==> src/rtl/mux41_scan_pkg.sv <==
// Shared types and constants for the 4:1 mux channel scanner.
package mux41_scan_pkg;

  typedef enum logic [1:0] {
    ST_IDLE  = 2'd0,
    ST_SCAN  = 2'd1,
    ST_VALID = 2'd2
  } scan_state_e;

  localparam int DEF_NCH   = 4;
  localparam int DEF_SELW  = 2;
  localparam int DWELL_MAX = 15;

  // Wide enough to hold DWELL_MAX-1, the largest terminal count.
  localparam int CNT_W = $clog2(DWELL_MAX + 1);

endpackage

==> src/rtl/scan_dwell_cnt.sv <==
// Dwell timer for the scanner: counts up from 0 while enabled and flags
// the terminal count at DWELL-1, wrapping back to 0 on that edge.
module scan_dwell_cnt
  import mux41_scan_pkg::*;
#(
  parameter int DWELL = 1
) (
  input  logic clk,
  input  logic rst_n,
  input  logic clr_i,
  input  logic en_i,
  output logic tc_o
);

  localparam logic [CNT_W-1:0] TC_VAL = CNT_W'(DWELL - 1);

  logic [CNT_W-1:0] cnt_q;
  logic [CNT_W-1:0] cnt_d;

  assign tc_o = en_i && (cnt_q == TC_VAL);

  // Next count: clear wins, otherwise advance and wrap at terminal count.
  always_comb begin
    cnt_d = cnt_q;
    if (clr_i) begin
      cnt_d = '0;
    end else if (en_i) begin
      if (tc_o) cnt_d = '0;
      else      cnt_d = cnt_q + CNT_W'(1);
    end
  end

  // Counter register with synchronous active-low reset.
  always_ff @(posedge clk) begin
    if (!rst_n) cnt_q <= '0;
    else        cnt_q <= cnt_d;
  end

endmodule

==> src/rtl/mux41_scan_ctrl.sv <==
// Channel scanner for the 4:1 mux: steps the select through every channel,
// samples y once per channel after a dwell time, and offers the assembled
// snapshot on a valid/ready handshake.
// Optional build macro MUX41_SCAN_CHANGE_DETECT_EN adds a `changed` output
// flagging that the new snapshot differs from the previous one.
//
// state    | meaning
// ---------+----------------------------------------------------
// ST_IDLE  | waiting for start, s parked at 0
// ST_SCAN  | walking s through channels, sampling y at dwell end
// ST_VALID | snapshot presented, waiting for snap_ready
module mux41_scan_ctrl
  import mux41_scan_pkg::*;
#(
  parameter int NCH   = DEF_NCH,
  parameter int SELW  = DEF_SELW,
  parameter int DWELL = 1
) (
  input  logic            clk,
  input  logic            rst_n,
  input  logic            start,
  output logic [SELW-1:0] s,
  input  logic            y,
  output logic [NCH-1:0]  snap,
  output logic            snap_valid,
  input  logic            snap_ready,
  output logic            busy
`ifdef MUX41_SCAN_CHANGE_DETECT_EN
  ,
  output logic            changed
`endif
);

  localparam logic [1:0] IDLE  = ST_IDLE;
  localparam logic [1:0] SCAN  = ST_SCAN;
  localparam logic [1:0] VALID = ST_VALID;

  localparam logic [SELW-1:0] S_LAST = SELW'(NCH - 1);

  logic [1:0]      state_q,  state_d;
  logic [SELW-1:0] s_q,      s_d;
  logic [NCH-1:0]  shadow_q, shadow_d;
  logic [NCH-1:0]  snap_q,   snap_d;
  logic            valid_q,  valid_d;
  logic            busy_q,   busy_d;
  logic [NCH-1:0]  snap_new;
  logic            snap_load;
  logic            dwell_tc;

  scan_dwell_cnt #(.DWELL(DWELL)) u_dwell (
    .clk   (clk),
    .rst_n (rst_n),
    .clr_i (state_q != SCAN),
    .en_i  (state_q == SCAN),
    .tc_o  (dwell_tc)
  );

  // Final channel is taken straight from y since its shadow bit is not yet written.
  always_comb begin
    snap_new          = shadow_q;
    snap_new[NCH-1]   = y;
  end

  assign snap_load = (state_q == SCAN) && dwell_tc && (s_q == S_LAST);

  // Next-state logic for the scan FSM and snapshot registers.
  always_comb begin
    state_d  = state_q;
    s_d      = s_q;
    shadow_d = shadow_q;
    snap_d   = snap_q;
    valid_d  = valid_q;
    case (state_q)
      IDLE: begin
        s_d = '0;
        if (start) state_d = SCAN;
      end
      SCAN: begin
        if (dwell_tc) begin
          shadow_d[s_q] = y;
          if (s_q == S_LAST) begin
            snap_d  = snap_new;
            valid_d = 1'b1;
            s_d     = '0;
            state_d = VALID;
          end else begin
            s_d = s_q + SELW'(1);
          end
        end
      end
      VALID: begin
        if (snap_ready) begin
          valid_d = 1'b0;
          state_d = IDLE;
        end
      end
      default: begin
        state_d = IDLE;
        s_d     = '0;
        valid_d = 1'b0;
      end
    endcase
    busy_d = (state_d != IDLE);
  end

  // State and output registers; reset overrides any scan or handshake in progress.
  always_ff @(posedge clk) begin
    if (!rst_n) begin
      state_q  <= IDLE;
      s_q      <= '0;
      shadow_q <= '0;
      snap_q   <= '0;
      valid_q  <= 1'b0;
      busy_q   <= 1'b0;
    end else begin
      state_q  <= state_d;
      s_q      <= s_d;
      shadow_q <= shadow_d;
      snap_q   <= snap_d;
      valid_q  <= valid_d;
      busy_q   <= busy_d;
    end
  end

`ifdef MUX41_SCAN_CHANGE_DETECT_EN
  logic [NCH-1:0] prev_snap_q;
  logic           changed_q;

  // Compare each freshly loaded snapshot against the one before it.
  always_ff @(posedge clk) begin
    if (!rst_n) begin
      prev_snap_q <= '0;
      changed_q   <= 1'b0;
    end else if (snap_load) begin
      changed_q   <= (snap_new != prev_snap_q);
      prev_snap_q <= snap_new;
    end
  end

  assign changed = changed_q;
`endif

  assign s          = s_q;
  assign snap       = snap_q;
  assign snap_valid = valid_q;
  assign busy       = busy_q;

endmodule

==> config.mk <==
export PLATFORM = sky130hd
export DESIGN_NAME = mux41_scan_ctrl
export DESIGN_NICKNAME = d
export VERILOG_FILES = /design/src/rtl/mux41_scan_pkg.sv /design/src/rtl/scan_dwell_cnt.sv /design/src/rtl/mux41_scan_ctrl.sv
export SDC_FILE = /design/constraint.sdc
export NUM_CORES = 1
export LEC_CHECK = 0
export CORE_MARGIN = 5
export CORE_UTILIZATION = 40
export CTS_CLUSTER_SIZE = 14
export DETAILED_ROUTE_END_ITERATION = 8
export GPL_TIMING_DRIVEN = 0
export PLACE_DENSITY = 0.64
export REMOVE_ABC_BUFFERS = 1
export SLEW_MARGIN = 20
export SYNTH_ARGS = -nofsm -noshare
export SYNTH_HDL_FRONTEND = slang
export SYNTH_SLANG_ARGS = --single-unit
export TNS_END_PERCENT = 5
==> constraint.sdc <==
create_clock -name clk -period 2.2 [get_ports clk]
set_input_delay 0.55 -clock clk [delete_from_list [all_inputs] [get_ports clk]]
set_output_delay 0.55 -clock clk [all_outputs]
set_load 0.005 [all_outputs]
# == Word-level counts from Yosys, hierarchy flattened ==
# Index checks and enable logic that the tools add are counted.
# word_totals
reg_bits,18
input_bits,5
output_inout_bits,8
wordCells,47
# classes
add_sub_neg,2
n_lt_le_gt_ge,2
eq_ne,7
n_mux,16
bitwise_logic,3
n_reduce_logical,10
# op_table
cell,n
2-bit 2-to-1 mux,6
"2-bit != test, second input constant",3
2-bit one-hot mux with 3 select lines,1
"4-bit by 1-bit adder with 4-bit output, second input constant",1
4-bit bitwise mux,1
"2-bit == test, second input constant",2
4-bit logical NOT,1
1-bit 2-to-1 mux,4
4-bit 2-to-1 mux,1
2-bit one-hot mux with 2 select lines,1
2-bit AND reduction,2
4-bit AND reduction,1
"2-bit by 3-bit less-than comparator with 1-bit output, second input constant",1
1-bit inverter,3
1-bit one-hot mux with 3 select lines,1
3-bit AND reduction,1
"2-bit by 1-bit adder with 2-bit output, second input constant",1
1-bit demux with 2-bit select,1
"2-bit by 1-bit == test with 1-bit output, second input constant",1
"2-bit by 1-bit greater-or-equal comparator with 1-bit output, second input constant",1
1-bit logical AND,2
2-bit logical NOT,1
"2-bit by 1-bit != test with 1-bit output, second input constant",1
2-bit nonzero test,1
2-bit OR reduction,1

# == Logic depth before layout (Yosys ltp) ==
# Gate-level depths: netlist of run 1.
# depth
ltp_word,5
ltp_mapped,5
depth_no_buf,5

# == Hierarchy ==
# From an unflattened synthesis of run 1, not the netlist that was laid out.
# hier_totals
hier_cells,86
hier_area_um2,780.7
# by_module_without_submodules
module,n_inst,cells_each,area_per_inst_um2,seq_area_each_um2
mux41_scan_ctrl,1,63,573.0,260.2
scan_dwell_cnt,1,23,207.7,80.1

# == Least setup slack after synthesis of run 1 ==
# OpenSTA, ideal clock, no wires.
# synth_timing
path_type,flip-flop to flip-flop
startpoint,register u_dwell.cnt_q[0]
endpoint,"register snap_q[3], in the netlist snap[3]"
setup_time_ns,0.072
arrival_time_ns,1.200
required_time_ns,2.128
path_slack_ns,0.928
stages_incl_launch_ff,6
n_path_buf,0
synth_period_minus_slack_ns,1.272
path_cell_list,dfxtp_1 > inv_1 > ha_1 > nor3b_4 > and3_4 > mux2i_1
# synth_between
elab_chain_cells,3
# synth_rtl
element,line,rtl
"start, declared",scan_dwell_cnt.sv:17,logic [CNT_W-1:0] cnt_q;
"start signal, assigned",scan_dwell_cnt.sv:36,else cnt_q <= cnt_d;
4-bit logical NOT,scan_dwell_cnt.sv:20,assign tc_o = en_i && (cnt_q == TC_VAL);
1-bit logical AND,scan_dwell_cnt.sv:20,
3-bit AND reduction (no line),-,
"end signal, assigned",mux41_scan_ctrl.sv:119,snap_q <= snap_d;
"end, declared",mux41_scan_ctrl.sv:43,"logic [NCH-1:0] snap_q, snap_d;"
# No other way between the ends.
# A chain may end at the register's enable or synchronous reset.

# == Worst setup path after layout of run 1 ==
# layout_timing
startpoint,"register s_q[0], in the netlist s[0]"
endpoint,output s[0]
# layout_rtl
element,line,rtl
"start, declared",mux41_scan_ctrl.sv:41,"logic [SELW-1:0] s_q, s_d;"
"start signal, assigned",mux41_scan_ctrl.sv:110,s_q <= '0;
"start signal, assigned",mux41_scan_ctrl.sv:117,s_q <= s_d;
"end, declared",mux41_scan_ctrl.sv:22,"output logic [SELW-1:0] s,"
# No word-level cell between the ends.

==> flow_summary.toml, run 1 <==
[run_status]
outcome = "finished, final reports clean"

[min_path]
min_path_cells = 2
hp-start = "snap[3]$_SDFFE_PN0P_"
hold_class = "reg -> reg"

[cells_and_area]
final_nets = 107
drive_above_1_share = 0.0737
final_cells = 122
syn2layout_area_growth_pct = 19.2
diodes = 0

[yosys]
syn-mean-instance-area_um2 = 9.57
synth_top_family_by_area = "simple AND/OR/NAND/NOR gates"
synth_mux_area_frac = 0.0882
async_flop_share = 0
yosys.area_share.simple = 0.246
yosysMostFrequentCell = "dfxtp_1"
ys_seq_elements = 17
seq_area_frac_synth = 0.428
synthDistinctLibCells = 25
synthTopCellsByArea = "dfxtp_1 (43%), ha_1 (9.4%), mux2i_1 (8.8%)"
yosysTopAreaCell = "dfxtp_1"
synth_edf_count = 0
netlist_area_um2 = 795
synthTopCellsByCount = "dfxtp_1 (17), nand2_1 (16), mux2i_1 (7)"
synth-compound-area-share = 0.0520
synth_fa_ha_area_frac = 0.0945
synthFlopType = "dfxtp_1"
synthCells = 83
yosysWarnings = 0
synth-xor-area-share = 0.0331
yosysTopAreaCellShare = 0.428

[detailed_routing]
antenna_left = 0
drtIter0Drc = 9
vias = 571
wl_per_cell_um = 10.9
first_pass_iters = 4
drcViolationCount = 0
vias_per_cell = 4.68
wl_um = 1330

[setup_path]
cp.arrival_ps = 1250
cp_top_family = "buffers and inverters"
crit_buf_inv = 1
endpoint_kind = "primary output"
r2r-start = "u_dwell.cnt_q[0]$_SDFFE_PP0P_"
cp_max_fo = 6
crit_cells = 1
cp_slowest_cell = "clkdlybuf4s50_1"
worst-setup-path-type = "reg -> out"
crit_chain = "clkdlybuf4s50_1"
startpoint_type = "register"
crit_start = "s[0]$_SDFFE_PN0P_"
r2r_cells = 5
worst_path_largest_cell_delay_ps = 540
cp.required_ps = 1650

[timing]
timing.slew.headroom = 0.614
setup_viol = 0
finClkSkew_ps = 1.79
hold_viol_final = 0
grt_setup_unrepaired = "false"
setup_tns_ps = 0
period_minus_slack_ps = 1800
finalMaxSlewViolations = 0
max_freq_ghz = 0.555
period_share = 0.820
max_slew.worst_pin.slew_ps = 577

[cts]
worstSkewPairLatency_ps = 280
cts_sinks = 17
cts_buffer_depth = 2
h-tree-depth = 1
post_cts_buffers = 0
root_buffer = "clkbuf_4"
cts.clk_slew.worst_paths_ps = 90
cts_buffers = 3
postCtsHoldBufs = 0
cts_tree = "built"
cts_resized = 0

[die]
io_pins = 13
die_x_um = 54.6
coreArea_um2 = 1920
rows = 16
start_util = 0.413
fp.dieH_um = 54.6
dieArea_um2 = 2980

[grt]
grt.total_usage = 0.107
antenna_found_initial = 0
grt_pass1_vias = 516
grt_pass1_wl_um = 2300
grt_max_degree = 19
grt_overflow_total = 0

[flow_run]
maxCapViolations = 0

[placement]
globalplace.congestion = 0.752
hpwl_um = 990
io_buffer_count = 12
place_inst = 118

[pwr]
leakagePower_uw = 0.000397
powerDensity_nw_per_um2 = 549
ir_drop_mv = 0.366
power_uw = 520
==> flip-flops by register name (all words and copies together) (netlist names) <==
signal	count
s	2
state_q	2
busy	1
snap	4
shadow_q	3
snap_valid	1
u_dwell.cnt_q	4
==> per-stage QoR <==
step                      setup slack, ps  hold slack [ps]  area (um2)   util
final                                 397              464         947  0.493
after CTS                             373              469         947  0.493
after global placement                370              444         921  0.479
after global routing                  301              478         947  0.493
after detailed placement              355              445         921  0.479
after floorplan                       928              430         767      -
==> power breakdown <==
| group | switching, uW | internal, uW |
|---|---|---|
| combinational | 19.2 | 21.9 |
| sequential | 4.94 | 313 |
| clock | 90.4 | 70.3 |
==> layout make-up <==
cell class	count	area (um2)
Fill cell	200	975
Multi-Input combinational cell	57	408
Sequential cell	17	340
Timing Repair Buffer	12	120
Tap cell	27	33.8
Clock buffer	4	26.3
Inverter	5	18.8
==> logic make-up after synthesis <==
logic type,Yosys count
muxes,7
buffers and inverters,9
xor gates and xnor gates,3
adders and majority gates,6
and+or+nand+nor,35
DFF,17
AOI/OAI and AO/OA,6
==> layer usage <==
layer  up-vias  routed length, um  GRT usage
met3         0                 49     0.0354
met5         -                  0          0
li1        300                  -          -
met4         0                  0     0.0249
met2         7                641      0.163
met1       264                641      0.146
==> final timing paths <==
path	end	slack, ps
worst max-delay path	s[0]	400
worst min-delay path	snap[3]$_SDFFE_PN0P_	460
worst max register to register	snap[0]$_SDFFE_PN0P_	750
worst min register to register	snap[3]$_SDFFE_PN0P_	460
==> cell usage in the layout, fill, tap and decap left out, drive strengths merged <==
master         count
ha                 6
nand3              5
xnor2              2
nor3b              1
and2               1
nand2             16
nor2               5
clkbuf             4
inv                5
and3               3
o22ai              3
a21oi              1
clkdlybuf4s50     12
nand3b             1
nor2b              1
mux2i              7
dfxtp             17
xor2               1
nand2b             1
a32oi              1
nor4b              1
o41ai              1
No activity file was read; power rests on OpenSTA's default activity.
==> inputs of run 2 (changes only) <==
clock period = 1.8 ns   (was 2.2 ns; I/O delays follow)
==> results of run 2 <==
Same layout as run 1 (identical final DEF). Status: finished, final reports clean.
Among the figures that moved: setup slack after placement 355 ps -> 54.9 ps; setup slack after layout 397 ps -> 97.1 ps; register-to-register setup slack 750 ps -> 350 ps; total power 520 uW -> 636 uW; worst IR drop on VDD 0.366 mV -> 0.447 mV
